**src/rtl/std_io_in_filt_pkg.sv**
```systemverilog
// ============================================================================
// std_io_in_filt_pkg : shared constants and pad-sampling helper
// Rev 1.0
// ============================================================================
`default_nettype none

package std_io_in_filt_pkg;

    localparam int STD_SYNC_MIN_STAGES = 2;

    // Anything other than a solid 1 on the pad (0, Z, X) is read as 0.
    function automatic logic pad_high(input logic p);
        return (p === 1'b1);
    endfunction

endpackage

`default_nettype wire

```
**src/rtl/std_io_in_filt_sync.sv**
```systemverilog
// ============================================================================
// std_sync_chain : multi-flop synchroniser with async active-low reset
// Rev 1.0
// ============================================================================
`default_nettype none

module std_sync_chain
    import std_io_in_filt_pkg::*;
#(
    parameter int   STAGES  = 2,
    parameter logic RST_VAL = 1'b0
) (
    input  logic clk,
    input  logic clrn,
    input  logic d_i,
    output logic q_o
);

    localparam int N = (STAGES < STD_SYNC_MIN_STAGES) ? STD_SYNC_MIN_STAGES : STAGES;

    logic [N-1:0] sync_q;

    always_ff @(posedge clk or negedge clrn) begin
        if (!clrn) begin
            sync_q <= {N{RST_VAL}};
        end else begin
            sync_q <= {sync_q[N-2:0], d_i};
        end
    end

    assign q_o = sync_q[N-1];

endmodule

`default_nettype wire

```
**src/rtl/std_io_in_filt.sv**
```systemverilog
// ============================================================================
// std_io_in_filt : pad receive path - synchronise, de-glitch, edge strobes,
//                  and contention monitor against the local tri-state driver
// Rev 1.0
// ============================================================================
`default_nettype none

module std_io_in_filt
    import std_io_in_filt_pkg::*;
#(
    parameter int   SYNC_STAGES = 2,
    parameter int   FILT_CNT    = 4,
    parameter logic RST_VAL     = 1'b0,
    parameter int   CONT_DLY    = 2
) (
    input  logic clk,
    input  logic clrn,
    input  logic ena,
    inout  wire  pad_io,
    input  logic drv_mon,
    input  logic data_mon,
    input  logic cont_clr,
    output logic level,
    output logic rise,
    output logic fall,
    output logic contention
);

    localparam int CNT_W      = $clog2(FILT_CNT + 1);
    localparam int SETTLE_MAX = SYNC_STAGES + CONT_DLY;
    localparam int SET_W      = $clog2(SETTLE_MAX + 1);

    typedef enum logic [0:0] {
        STABLE  = 1'b0,
        PENDING = 1'b1
    } filt_state_e;

    assign pad_io = 1'bz;

    logic pad_s;
    logic pad_sync;

    assign pad_s = pad_high(pad_io);

    std_sync_chain #(
        .STAGES  (SYNC_STAGES),
        .RST_VAL (RST_VAL)
    ) u_sync (
        .clk  (clk),
        .clrn (clrn),
        .d_i  (pad_s),
        .q_o  (pad_sync)
    );

    filt_state_e      state_q;
    logic [CNT_W-1:0] cnt_q;
    logic             level_q;
    logic             rise_q;
    logic             fall_q;

    // Strobes are cleared every cycle and raised only on the accepting edge.
    always_ff @(posedge clk or negedge clrn) begin
        if (!clrn) begin
            state_q <= STABLE;
            cnt_q   <= '0;
            level_q <= RST_VAL;
            rise_q  <= 1'b0;
            fall_q  <= 1'b0;
        end else begin
            rise_q <= 1'b0;
            fall_q <= 1'b0;
            if (ena) begin
                case (state_q)
                    STABLE: begin
                        if (pad_sync != level_q) begin
                            if (FILT_CNT == 1) begin
                                level_q <= pad_sync;
                                rise_q  <= pad_sync;
                                fall_q  <= ~pad_sync;
                                cnt_q   <= '0;
                            end else begin
                                cnt_q   <= CNT_W'(1);
                                state_q <= PENDING;
                            end
                        end else begin
                            cnt_q <= '0;
                        end
                    end
                    PENDING: begin
                        if (pad_sync == level_q) begin
                            cnt_q   <= '0;
                            state_q <= STABLE;
                        end else if (cnt_q == CNT_W'(FILT_CNT - 1)) begin
                            level_q <= pad_sync;
                            rise_q  <= pad_sync;
                            fall_q  <= ~pad_sync;
                            cnt_q   <= '0;
                            state_q <= STABLE;
                        end else begin
                            cnt_q <= cnt_q + CNT_W'(1);
                        end
                    end
                    default: begin
                        cnt_q   <= '0;
                        state_q <= STABLE;
                    end
                endcase
            end
        end
    end

    assign level = level_q;
    assign rise  = rise_q;
    assign fall  = fall_q;

    logic [SET_W-1:0] settle_q;
    logic [SET_W-1:0] settle_d;
    logic             data_prev_q;
    logic             cont_q;
    logic             cont_d;
    logic             cont_set;

    // The check fires on the cycle the settle counter reaches its ceiling,
    // giving the synchroniser plus CONT_DLY cycles to see the driven value.
    always_comb begin
        settle_d = '0;
        if (drv_mon && (data_mon == data_prev_q)) begin
            if (settle_q == SET_W'(SETTLE_MAX)) begin
                settle_d = settle_q;
            end else begin
                settle_d = settle_q + SET_W'(1);
            end
        end
        cont_set = (settle_d == SET_W'(SETTLE_MAX)) && (pad_sync != data_mon);
        cont_d   = cont_set | (cont_q & ~cont_clr);
    end

    always_ff @(posedge clk or negedge clrn) begin
        if (!clrn) begin
            settle_q    <= '0;
            data_prev_q <= 1'b0;
            cont_q      <= 1'b0;
        end else begin
            settle_q    <= settle_d;
            data_prev_q <= data_mon;
            cont_q      <= cont_d;
        end
    end

    assign contention = cont_q;

endmodule

`default_nettype wire

```
**config.mk**
```make
export PLATFORM = sky130hd
export DESIGN_NAME = std_io_in_filt
export DESIGN_NICKNAME = d
export VERILOG_FILES = /design/src/rtl/std_io_in_filt_pkg.sv /design/src/rtl/std_io_in_filt_sync.sv /design/src/rtl/std_io_in_filt.sv
export SDC_FILE = /design/constraint.sdc
export NUM_CORES = 1
export LEC_CHECK = 0
export CORE_MARGIN = 2
export CORE_UTILIZATION = 38
export DETAILED_ROUTE_END_ITERATION = 10
export HOLD_SLACK_MARGIN = 0.06
export SYNTH_ARGS = -nofsm -noshare
export SYNTH_HDL_FRONTEND = slang
export SYNTH_SLANG_ARGS = --single-unit
```
**constraint.sdc**
```tcl
create_clock -name clk -period 1.3 [get_ports clk]
set_input_delay 0.13 -clock clk [delete_from_list [all_inputs] [get_ports clk]]
set_output_delay 0.13 -clock clk [all_outputs]
set_load 0.01 [all_outputs]
```
Word-level counts from Yosys, hierarchy flattened
Index checks and enable logic that the tools add are counted.
- $add $sub $neg: 1
- equality and inequality tests: 3
- mux-type cells: 2
- bitwise operators: 3
- reduce and logical (&&, ||, !) cells: 2
- operator list (cell ; number):
    $eq A3 B3 Y1 const B ; 2
    $mux W3 ; 2
    $add A3 B1 Y3 const B ; 1
    $logic_and A1 B1 Y1 ; 2
    $and A1 B1 Y1 ; 1
    $eq A1 B1 Y1 ; 1
    $not A1 Y1 ; 1
    $or A1 B1 Y1 ; 1
- bits in registers: 5
- bits of input ports: 6
- output and inout port bits: 5
- logic and storage cells: 14

Logic depth before layout (Yosys ltp)
- depth after elaboration: 6
- gate-level depth with buffers: 5

By module
From an unflattened synthesis, not the netlist that was laid out.
- cell total of the unflattened synthesis: 52
- area total of the unflattened synthesis: 625.6 um^2
- modules (own cells, without submodules) (module ; times used ; cells an instance ; area each (um^2)):
    std_io_in_filt ; 1 ; 50 ; 575.6
    std_sync_chain ; 1 ; 2 ; 50.0

Worst setup path before layout
Ideal clock, no wire load.
- kind: register to register
- start point: register settle_q[0]
- end point: register cont_q, in the netlist contention
- data arrival time: 1056 ps
- slack: 116 ps
- cell stages (with the launch flop): 5
- buffers on the path: 0
- cell sequence: dfrtp_1 -> ha_1 -> or2_2 -> o2111ai_1 -> o32ai_2
- cells in the longest elaborated chain, start to end: 6
- elaborated cells on any way between the ends: 7
- classes of those cells: 1 x add/sub; 2 x eq/ne; 2 x mux; 1 x bitwise; 1 x reduce/logical
- RTL lines (item ; RTL line ; text):
    start: declaration ; std_io_in_filt.sv:116 ; logic [SET_W-1:0] settle_q;
    start signal: assignment ; std_io_in_filt.sv:144 ; settle_q <= settle_d;
    $add A3 B1 Y3 or $eq A3 B3 Y1 (tied branches) ; std_io_in_filt.sv:131, std_io_in_filt.sv:128 ;
    $mux W3 (*) ; std_io_in_filt.sv:128 ; if (settle_q == SET_W'(SETTLE_MAX)) begin
    $mux W3 (*) ; std_io_in_filt.sv:127 ; if (drv_mon && (data_mon == data_prev_q)) begin
    $eq A3 B3 Y1 (*) ; std_io_in_filt.sv:134 ; cont_set = (settle_d == SET_W'(SETTLE_MAX)) && (pad_sync != data_mon);
    $logic_and A1 B1 Y1 (*) ; std_io_in_filt.sv:134 ;
    $or A1 B1 Y1 (*) ; std_io_in_filt.sv:135 ; cont_d = cont_set | (cont_q & ~cont_clr);
    named net cont_d ; std_io_in_filt.sv:120 ; logic cont_d;
    end signal: assignment ; std_io_in_filt.sv:146 ; cont_q <= cont_d;
    end: declaration ; std_io_in_filt.sv:119 ; logic cont_q;
Mark *: on every way through the listed nets, which the timed path passes. The rest lies on a longest branch.

==> results.toml <==
[critical_path]
rrSetupSlack_ps = 80
slowest_delay_ps = 520
worstPathRequired_ps = 1170
path_delay_family = "buffers and inverters"
r2r-start = "settle_q[0]"
cp.buffers_inverters = 1
worst_ep_arrival_time_ps = 1110
crit_slowest_cell = "clkdlybuf4s50_1"
worstSetupPathType = "reg2out"
crit_path_cell_trace = "clkdlybuf4s50_1"
end_kind = "output port"
critPathMaxFanout = 1
startpoint = "fall"
cp-start-kind = "flip-flop"

[sta]
max_freq_mhz = 803
drv_slew = 0
worst_slack_ps = 55.2
period_share_pct = 95.8
hold_viol = 0
report.final.setup_viol = 0
clock_skew_ps = 1.26
period_needed_ps = 1240

[logic_synthesis]
yosysWarnings = 0
ys_seq_area_share_pct = 51.5
synthAdderAreaFrac_pct = 7.03
yosys.area_share.simple_pct = 12.4
synthDistinctLibCells = 24
synthMuxAreaShare_pct = 2.11
synth_top_family_by_area = "compound AO/OA/AOI/OAI gates"
syn_area_per_cell_um2 = 10.9
synthesis.area_um2 = 534
synth_compound_area_share_pct = 13.6
synth-seq-cells = 11
netlist_instances = 49
synth_xor_area_share_pct = 4.68

[clock_tree]
numCtsBuffers = 3
clkSinkCount = 11
cts.clk_slew.worst_paths_ps = 70
clk_path_buf_depth = 2
h-tree-depth = 1
root_buffer = "clkbuf_4"
hold_buffers = 0
cts_tree = "yes"
clk_latency_ps = 270

[final_layout]
fin_area_um2 = 669
drive_gt1_share_pct = 28.3
layout_commonest_cell = "dfrtp_1"
fin_nets = 70
final-instance-count-excl-fill = 75
antenna_cells = 0
nFillCells = 120
final_cell_mix = "11 x dfrtp_1, 6 x clkdlybuf4s50_1, 5 x nand2_1"
syn_to_final_growth_pct = 25.3

[route]
drtAntennaViolNets = 0
via_count = 366
drt_iter0_drc = 6
drtPass1Iterations = 3
drc = 0
routedWlPerCell_um = 11.0
via_per_inst = 4.88
wirelength_um = 827

[place]
dp_hpwl_um = 599
gp_congestion = 0.774
numPortBuffers = 8
place_ws_ps = 33.4
placed_cell_area_um2 = 617
placed_cells = 70

[outcome]
status = "finished clean"

[power]
p_leak_nw = 0.301
irDropWorstVdd_mv = 0.887
finalPower_uw = 963
p_per_area_nw_per_um2 = 1440

[floorplan]
pin_count = 11
die_h_um = 41.5
core-area_um2 = 1300
dieArea_um2 = 1720
initial_core_util_pct = 41.1
die_w_um = 41.5
row_count = 13

[global_route]
antenna_found_initial = 0
grt_max_degree = 12
grt_pass1_wl_um = 1500
grt_usage_pct = 12.0
grt_remaining_overflow = 0
grt_pass1_vias = 347

[hold_path]
hold_path.class = "in2async"

[flow_run]
maxCapViolCount = 0
==> metrics by stage <==
| step | hold slack [ps] | setup TNS (ps) | util (%) |
|---|---|---|---|
| detailed placement | 466 | 0 | 47.4 |
| global placement | 471 | 0 | 47.4 |
| finish | 189 | 0 | 51.4 |
| CTS | 201 | 0 | 49.2 |
| global route | 228 | -6.66 | 51.4 |
| floorplan | -166 | 0 | - |
==> state kept, by name (all words and copies together) (netlist names) <==
name         cells
level            1
state_q          1
data_prev_q      1
cnt_q            3
contention       1
fall             1
settle_q         3
==> power by group <==
group,switching (mW),internal [mW]
Sequential,0.0564,0.412
Combinational,0.125,0.134
Clock,0.116,0.119
==> routing by layer <==
layer | wire [µm] | GRT usage, % | vias up | share of wire (%)
li1 | - | - | 183 | -
met1 | 355 | 15.1 | 172 | 43
met2 | 401 | 15.9 | 9 | 48
met3 | 54 | 7.39 | 2 | 6.5
met4 | 15 | 5.81 | 0 | 1.8
met5 | 0 | 0 | - | 0
==> timing repair <==
item                       CTS  global route
setup buffers                0             1
gates resized for setup      2             7
pin swaps                    0             1
setup endpoints to repair    2             2
==> kinds of logic after synthesis <==
kind of cell,after synthesis
mux,1
simple gates,13
flops,11
other cells,1
xor+xnor,2
fa+ha+maj,3
compound gates,9
buf+inv,9
==> layout make-up <==
class                      count  area (µm²)  share of cell area [%]
sequential                    11         275                    41.1
inverter                       6        22.5                    3.36
timing repair buffer           9        85.1                    12.7
multi-input combinational     30         241                    36.1
clock buffer                   4        26.3                    3.93
tap                           15        18.8                    2.80
==> final timing paths <==
path / endpoint / cells after the start
min in group clk: data_prev_q / 1
max reg2reg: contention / 4
min: level / 1
max in group asynchronous: settle_q[0] / 1
max: fall / 1
min reg2reg: cnt_q[2] / 1
==> Yosys cell counts <==
cell / number / area share, %
nor2_1: 2 / 1.4
or2_2: 1 / 1.2
nand2_2: 1 / 1.2
dfrtp_1: 11 / 52
inv_1: 6 / 4.2
and2_1: 1 / 1.2
buf_4: 2 / 2.8
xnor2_2: 1 / 3.0
mux2_2: 1 / 2.1
clkbuf_2: 1 / 0.94
a21oi_1: 1 / 0.94
xnor2_1: 1 / 1.6
a31o_2: 1 / 1.6
conb_1: 1 / 0.70
o2111ai_1: 1 / 1.6
o32ai_2: 1 / 3.0
o22ai_1: 1 / 1.2
nand2_1: 5 / 3.5
o2111a_1: 1 / 2.1
ha_1: 3 / 7.0
a31oi_1: 1 / 1.2
and2b_2: 1 / 1.6
o21ai_0: 2 / 1.9
nor2b_1: 2 / 2.3
(Power assumes the default switching activity.)
